File: src/rtl/seg_pattern_decoder_pkg.sv
// Shared 7-segment pattern table (segments a..g, bit6 = a, active-high).
// The encoder and the readback decoder both pull their patterns from here,
// so the two directions can never disagree about what a digit looks like.
package seg_pattern_decoder_pkg;

   localparam logic [6:0] SEG_PAT_0     = 7'b1111110;
   localparam logic [6:0] SEG_PAT_1     = 7'b0110000;
   localparam logic [6:0] SEG_PAT_2     = 7'b1101101;
   localparam logic [6:0] SEG_PAT_3     = 7'b1111001;
   localparam logic [6:0] SEG_PAT_4     = 7'b0110011;
   localparam logic [6:0] SEG_PAT_5     = 7'b1011011;
   localparam logic [6:0] SEG_PAT_6     = 7'b1011111;
   localparam logic [6:0] SEG_PAT_7     = 7'b1110000;
   localparam logic [6:0] SEG_PAT_8     = 7'b1111111;
   localparam logic [6:0] SEG_PAT_9     = 7'b1111011;
   localparam logic [6:0] SEG_PAT_DASH  = 7'b0000001;
   localparam logic [6:0] SEG_PAT_BLANK = 7'b0000000;

   // Value reported for the dash symbol
   localparam logic [3:0] VAL_DASH = 4'hE;

   // What a committed pattern means for the digit it lands on
   typedef enum logic [1:0] {
      CLASS_SYMBOL,
      CLASS_BLANK,
      CLASS_ERROR
   } segClass_t;

   // Collapse the lookup flags into a single classification
   function automatic segClass_t segClassify(input logic isSym, input logic isBlank);
      if (isSym) begin
         return CLASS_SYMBOL;
      end else if (isBlank) begin
         return CLASS_BLANK;
      end
      return CLASS_ERROR;
   endfunction

endpackage

File: src/rtl/seg_pattern_decoder_lookup.sv
// Combinational reverse lookup: 7-bit segment pattern -> digit code plus
// flags telling whether the pattern is a known symbol or a blank display.
module seg_pattern_decoder_lookup
   import seg_pattern_decoder_pkg::*;
(
   input  logic [6:0] pattern,
   output logic [3:0] code,
   output logic       isSym,
   output logic       isBlank
);

   // Map every legal pattern back to its value; anything else is neither a
   // symbol nor a blank, which the top treats as an undecodable pattern.
   always_comb begin
      code    = 4'd0;
      isSym   = 1'b1;
      isBlank = 1'b0;
      case (pattern)
         SEG_PAT_0:     code = 4'd0;
         SEG_PAT_1:     code = 4'd1;
         SEG_PAT_2:     code = 4'd2;
         SEG_PAT_3:     code = 4'd3;
         SEG_PAT_4:     code = 4'd4;
         SEG_PAT_5:     code = 4'd5;
         SEG_PAT_6:     code = 4'd6;
         SEG_PAT_7:     code = 4'd7;
         SEG_PAT_8:     code = 4'd8;
         SEG_PAT_9:     code = 4'd9;
         SEG_PAT_DASH:  code = VAL_DASH;
         SEG_PAT_BLANK: begin
            isSym   = 1'b0;
            isBlank = 1'b1;
         end
         default:       isSym = 1'b0;
      endcase
   end

endmodule

File: src/rtl/seg_pattern_decoder.sv
// Readback decoder for a multiplexed 7-segment bus. Samples {dig_sel, seg_in}
// every cycle, waits until the sample has been identical for STABLE_CYCLES
// consecutive cycles, then commits the decoded value to the selected digit
// exactly once per stable window.
// Optional feature macro: SEG_DECODER_ERR_CNT_EN enables the saturating
// error counter on err_count; without it err_count is tied to zero.
module seg_pattern_decoder
   import seg_pattern_decoder_pkg::*;
#(
   parameter int DIGITS        = 2,
   parameter int STABLE_CYCLES = 4
) (
   input  logic                  clk,
   input  logic                  rst,
   input  logic [6:0]            seg_in,
   input  logic [DIGITS-1:0]     dig_sel,
   output logic [4*DIGITS-1:0]   value_out,
   output logic [DIGITS-1:0]     valid_out,
   output logic                  upd_pulse,
   output logic                  err_pulse,
   output logic [7:0]            err_count
);

   localparam int CNT_W    = $clog2(STABLE_CYCLES + 1);
   localparam int SAMPLE_W = DIGITS + 7;
   localparam logic [CNT_W-1:0] CNT_MAX = CNT_W'(STABLE_CYCLES);

   logic [SAMPLE_W-1:0] sampleReg;
   logic [SAMPLE_W-1:0] prevSample;
   logic [CNT_W-1:0]    stableCnt;
   logic                commitDone;

   logic [DIGITS-1:0]   commitSel;
   logic [6:0]          commitSeg;
   logic                commitNow;
   logic                slotValid;
   logic [3:0]          lookupCode;
   logic                lookupSym;
   logic                lookupBlank;
   segClass_t           commitClass;

   // Once the counter has saturated, prevSample holds the pattern that was
   // stable for the whole window, while sampleReg may already hold the next
   // one, so the commit always decodes prevSample.
   assign commitSel   = prevSample[SAMPLE_W-1:7];
   assign commitSeg   = prevSample[6:0];
   assign commitNow   = (stableCnt == CNT_MAX) && !commitDone;
   assign slotValid   = $onehot(commitSel);
   assign commitClass = segClassify(lookupSym, lookupBlank);

   seg_pattern_decoder_lookup lookup (
      .pattern (commitSeg),
      .code    (lookupCode),
      .isSym   (lookupSym),
      .isBlank (lookupBlank)
   );

   // Register the raw bus and measure how long it has stayed unchanged;
   // any change restarts the window and re-arms the one-shot commit.
   always_ff @(posedge clk) begin
      if (rst) begin
         sampleReg  <= '0;
         prevSample <= '0;
         stableCnt  <= '0;
         commitDone <= 1'b0;
      end else begin
         sampleReg  <= {dig_sel, seg_in};
         prevSample <= sampleReg;
         if (sampleReg != prevSample) begin
            stableCnt  <= CNT_W'(1);
            commitDone <= 1'b0;
         end else begin
            if (stableCnt != CNT_MAX) begin
               stableCnt <= stableCnt + 1'b1;
            end
            if (commitNow) begin
               commitDone <= 1'b1;
            end
         end
      end
   end

   // Apply a commit to the one selected digit and raise the matching pulse;
   // zero or multiple selects are a blanking interval and change nothing.
   always_ff @(posedge clk) begin
      if (rst) begin
         value_out <= '0;
         valid_out <= '0;
         upd_pulse <= 1'b0;
         err_pulse <= 1'b0;
      end else begin
         upd_pulse <= 1'b0;
         err_pulse <= 1'b0;
         if (commitNow && slotValid) begin
            for (int i = 0; i < DIGITS; i++) begin
               if (commitSel[i]) begin
                  if (commitClass == CLASS_SYMBOL) begin
                     value_out[4*i +: 4] <= lookupCode;
                     valid_out[i]        <= 1'b1;
                  end else begin
                     valid_out[i]        <= 1'b0;
                  end
               end
            end
            if (commitClass == CLASS_ERROR) begin
               err_pulse <= 1'b1;
            end else begin
               upd_pulse <= 1'b1;
            end
         end
      end
   end

`ifdef SEG_DECODER_ERR_CNT_EN
   logic errCommit;

   assign errCommit = commitNow && slotValid && (commitClass == CLASS_ERROR);

   // Count undecodable commits, sticking at 255 until the next reset
   always_ff @(posedge clk) begin
      if (rst) begin
         err_count <= 8'd0;
      end else if (errCommit && (err_count != 8'hFF)) begin
         err_count <= err_count + 8'd1;
      end
   end
`else
   assign err_count = 8'd0;
`endif

endmodule
File: config.mk
export PLATFORM = sky130hd
export DESIGN_NAME = seg_pattern_decoder
export DESIGN_NICKNAME = d
export VERILOG_FILES = /design/src/rtl/seg_pattern_decoder_pkg.sv /design/src/rtl/seg_pattern_decoder_lookup.sv /design/src/rtl/seg_pattern_decoder.sv
export SDC_FILE = /design/constraint.sdc
export NUM_CORES = 1
export LEC_CHECK = 0
export ABC_AREA = 1
export BUFFER_PORTS_ARGS = -buffer_cell sky130_fd_sc_hd__buf_2
export CORE_ASPECT_RATIO = 1.5
export CORE_MARGIN = 1.5
export CORE_UTILIZATION = 54
export CTS_CLUSTER_SIZE = 28
export DETAILED_ROUTE_END_ITERATION = 7
export PLACE_DENSITY_LB_ADDON = 0.2
export RECOVER_POWER = 50
export SETUP_SLACK_MARGIN = 0.1
export SKIP_CTS_REPAIR_TIMING = 1
export SLEW_MARGIN = 20
export SYNTH_ARGS = -nofsm -noshare
export SYNTH_HDL_FRONTEND = slang
export SYNTH_HIERARCHICAL = 1
export SYNTH_SLANG_ARGS = --single-unit
File: constraint.sdc
create_clock -name clk -period 1.9 [get_ports clk]
set_clock_uncertainty 0.15 [all_clocks]
set_input_delay 0 -clock clk [delete_from_list [all_inputs] [get_ports clk]]
set_output_delay 0 -clock clk [all_outputs]
set_load 0.02 [all_outputs]
==> Implementation_results.wiki <==
{| class="wikitable"
! Metric !! Value
|-
| Worst setup path category || flop to flop
|-
| Clock latency on the worst-skew pair || 0.28 ns
|-
| Total routed wirelength || 2900 um
|-
| Highest fanout seen on the critical path || 9
|-
| Number of violations reported at the end of detailed-routing iteration 0 || 14
|-
| Adder-cell area share of the yosys netlist || 1.51%
|-
| Number of maximum-capacitance constraint violations || 0
|-
| Most common library cells after synthesis || sky130_fd_sc_hd__inv_1, sky130_fd_sc_hd__nor2_1, sky130_fd_sc_hd__dfxtp_1
|-
| Area share of the largest cell type after synthesis || 41.1%
|-
| Synth cell types || 28
|-
| Largest family of logic cells by synthesized area || simple AND/OR/NAND/NOR gates
|-
| Setup-failing EPs final || 0
|-
| End of the worst register-to-register path || value_out[2]
|-
| RePlAce Congestion || 0.839
|-
| Cell type with the highest aggregate area in the netlist || sky130_fd_sc_hd__dfxtp_1
|-
| Number of fillers in the final layout || 268
|-
| Number of global-route vias before repair || 1112
|-
| Synth Area in Compound Gates || 6.51%
|-
| Post-Place Setup Slack || 0.189 ns
|-
| Dominant cells by area after synthesis || sky130_fd_sc_hd__dfxtp_1, sky130_fd_sc_hd__inv_1, sky130_fd_sc_hd__nor2_1, sky130_fd_sc_hd__nand2_1, sky130_fd_sc_hd__buf_4
|-
| Global router's overall resource usage || 18.0%
|-
| Clock tree from TritonCTS || yes
|-
| Fraction of the cycle the final worst path needs || 87.5%
|-
| Required time at the worst-slack endpoint || 1.96 ns
|-
| Pin count of the biggest net entering global routing || 22
|-
| Total CTS buffers || 5
|-
| Source of the worst register-to-register timing path || prevSample[1]
|-
| Detailed placer's ending HPWL || 2060 um
|-
| Num ports || 31
|-
| Mean instance size in the synthesized netlist || 7.52 um2
|-
| FF-to-FF setup slack || 0.24 ns
|-
| Maximum clock frequency || 601 MHz
|-
| Number of hold-slack violations in the final timing report || 0
|-
| Final worst setup slack || 0.237 ns
|-
| Ratio of total power to cell area || 710 nW/um2
|-
| Tmin final || 1.66 ns
|-
| Register bit total from synthesis || 34
|-
| Antenna violations before repair || 0
|-
| Diode insertion count for antenna repair || 0
|-
| Std-Cell Core Area || 2910 um2
|-
| Aggregate negative setup slack || 0 ns
|-
| Fraction of synthesized cell area in xor and xnor cells || 4.69%
|-
| Path class of the lowest-slack min-delay path || flop to flop
|-
| Area added between synthesis and finish || 22.8%
|-
| Primary flip-flop cell chosen by synthesis mapping || sky130_fd_sc_hd__dfxtp_1
|-
| X dimension of the die || 48.2 um
|-
| Grt total ovfl || 0
|-
| Nature of the critical path endpoint || flop
|-
| Total die area || 3410 um2
|-
| Number of synthesized flops with an enable pin || 0
|-
| Result of the run || complete, no violations
|-
| Hold path depth || 2
|-
| CTS sink count || 34
|-
| Kind of start point of the critical path || flop
|-
| Seq/Total Area, Yosys || 41.1%
|-
| Area of the mapped netlist || 1650 um2
|-
| Y dimension of the die || 70.8 um
|-
| Share of cell area taken by muxes after synthesis || 0%
|-
| DRT antenna net count || 0
|-
| Final #Nets || 277
|-
| Synthesis Warnings || 6
|-
| Arr. time, crit path || 1.72 ns
|-
| Leak Pwr || 0.955 nW
|-
| Maximum count of clock buffers along a single path || 2
|-
| Worst Hold Slack || 0.282 ns
|-
| Vias per cell || 4.52
|-
| Number of vias in the routed layout || 1373
|-
| Number of levels in the clock H-tree || 2
|-
| Post-Syn Instances || 220
|-
| Share of final-layout standard cells stronger than drive strength 1 || 18.9%
|-
| Row Count || 24
|-
| Setup repair after global routing missed its margin || no
|-
| Number of I/O port buffers || 22
|-
| Total count of max-transition violations in the final report || 0
|-
| Hold-critical path endpoint || prevSample[4]
|-
| R2r worst-path depth || 10
|-
| DRC violation count after routing || 0
|-
| Startpoint of the most critical hold path || sampleReg[4]
|-
| Initial standard-cell utilization of the core || 56.8%
|-
| Most used standard cell by instance count after synthesis || sky130_fd_sc_hd__inv_1
|-
| Number of search-and-repair iterations in the first detailed-routing pass || 4
|-
| Async S/R FF share, synth || 0%
|-
| Wire length of the first global-routing pass || 4320 um
|-
| Peak ir drop on the vdd network || 0.639 mV
|-
| Clock-pin slew reported for the worst setup and hold paths after clock tree synthesis || 0.07 ns
|-
| Mean routed wirelength per cell || 9.55 um
|-
| Simple-gate portion of the synthesized area || 31.4%
|-
| Clk root buf || sky130_fd_sc_hd__clkbuf_8
|}
[area by class of cell]
cell class	count	area (um2)	area share, %
Sequential cell	34	686	33.8
Multi-Input combinational cell	138	754	37.2
Inverter	44	165	8.13
Clock buffer	7	86.3	4.25
Tap cell	39	48.8	2.40
Clock inverter	1	5.00	0.246
Timing Repair Buffer	41	285	14.0
[through the flow]
| step | utilization (%) | std cells | total power, W | instance area, um2 |
|---|---|---|---|---|
| detailed placement | 60.6 | 277 | 0.000894 | 1760 |
| global route | 69.7 | 304 | 0.00151 | 2030 |
| CTS | 63.7 | 285 | 0.00144 | 1860 |
| finish | 69.7 | 304 | 0.00144 | 2030 |
| global placement | 60.6 | 277 | 0.000891 | 1760 |
| floorplan | - | 227 | 0.000882 | 1680 |
[cell families after synthesis]
logic type               Yosys count
adder cells (fa/ha/maj)            2
XOR/XNOR                           8
flip-flops                        34
other                              1
AND/OR/NAND/NOR                   99
AO/OA/AOI/OAI                     21
buffers and inverters             55
[layer usage]
layer,up-vias,track usage [%],part of all wire [%]
met1,603,17.2,40
met5,-,0,0
met3,8,6.89,2.9
li1,735,-,-
met2,27,30.1,54
met4,0,10.8,3.2
[worst max path at each step]
stage / startpoint / end / depth (start not counted)
2_1_floorplan: prevSample[6] / value_out[0] / 9
3_3_place_gp: prevSample[6] / value_out[7] / 9
3_5_place_dp: prevSample[6] / value_out[7] / 9
4_1_cts: prevSample[6] / value_out[7] / 9
5_1_grt: prevSample[1] / value_out[7] / 10
6_report: prevSample[1] / value_out[2] / 10
[power by group]
| part | internal [W] | leakage, nW | total, W | switching (W) |
|---|---|---|---|---|
| sequential | 0.000733 | 0.280 | 0.000752 | 0.0000186 |
| clock | 0.000292 | 0.0482 | 0.000533 | 0.000241 |
| combinational | 0.0000711 | 0.627 | 0.000157 | 0.0000857 |
[flip-flops by register name, summed over array words and instances, names as in the netlist]
| signal | count |
|---|---|
| stableCnt | 3 |
| prevSample | 9 |
| err_pulse | 1 |
| sampleReg | 9 |
| value_out | 8 |
| upd_pulse | 1 |
| valid_out | 2 |
| commitDone | 1 |
[placed cells by master, fill, tap and decap left out, types with 2 or more instances in the layout]
cell type	count
sky130_fd_sc_hd__a21oi_1	11
sky130_fd_sc_hd__buf_2	10
sky130_fd_sc_hd__clkbuf_1	13
sky130_fd_sc_hd__clkbuf_8	6
sky130_fd_sc_hd__conb_1	8
sky130_fd_sc_hd__dfxtp_1	30
sky130_fd_sc_hd__dfxtp_2	4
sky130_fd_sc_hd__dlygate4sd3_1	19
sky130_fd_sc_hd__ha_1	2
sky130_fd_sc_hd__inv_1	38
sky130_fd_sc_hd__inv_2	5
sky130_fd_sc_hd__nand2_1	27
sky130_fd_sc_hd__nand2_2	7
sky130_fd_sc_hd__nand2_4	2
sky130_fd_sc_hd__nand3_1	10
sky130_fd_sc_hd__nand3_2	2
sky130_fd_sc_hd__nand3_4	2
sky130_fd_sc_hd__nor2_1	36
sky130_fd_sc_hd__nor2_2	6
sky130_fd_sc_hd__nor2_4	2
sky130_fd_sc_hd__nor3_1	2
sky130_fd_sc_hd__o21ai_1	8
sky130_fd_sc_hd__xnor2_1	5
sky130_fd_sc_hd__xor2_1	2
[worst max-delay path: stages, from the launching register on]
cell,delay (ns)
sky130_fd_sc_hd__dfxtp_1,0.40
sky130_fd_sc_hd__inv_1,0.07
sky130_fd_sc_hd__nand2_1,0.12
sky130_fd_sc_hd__nor2_1,0.07
sky130_fd_sc_hd__nand2_2,0.07
sky130_fd_sc_hd__nand2_1,0.05
sky130_fd_sc_hd__nor2_1,0.12
sky130_fd_sc_hd__nand3_2,0.17
sky130_fd_sc_hd__nand3_4,0.15
sky130_fd_sc_hd__o21ai_1,0.07
sky130_fd_sc_hd__a21oi_1,0.14
No activity file was read; power rests on OpenSTA's default activity.
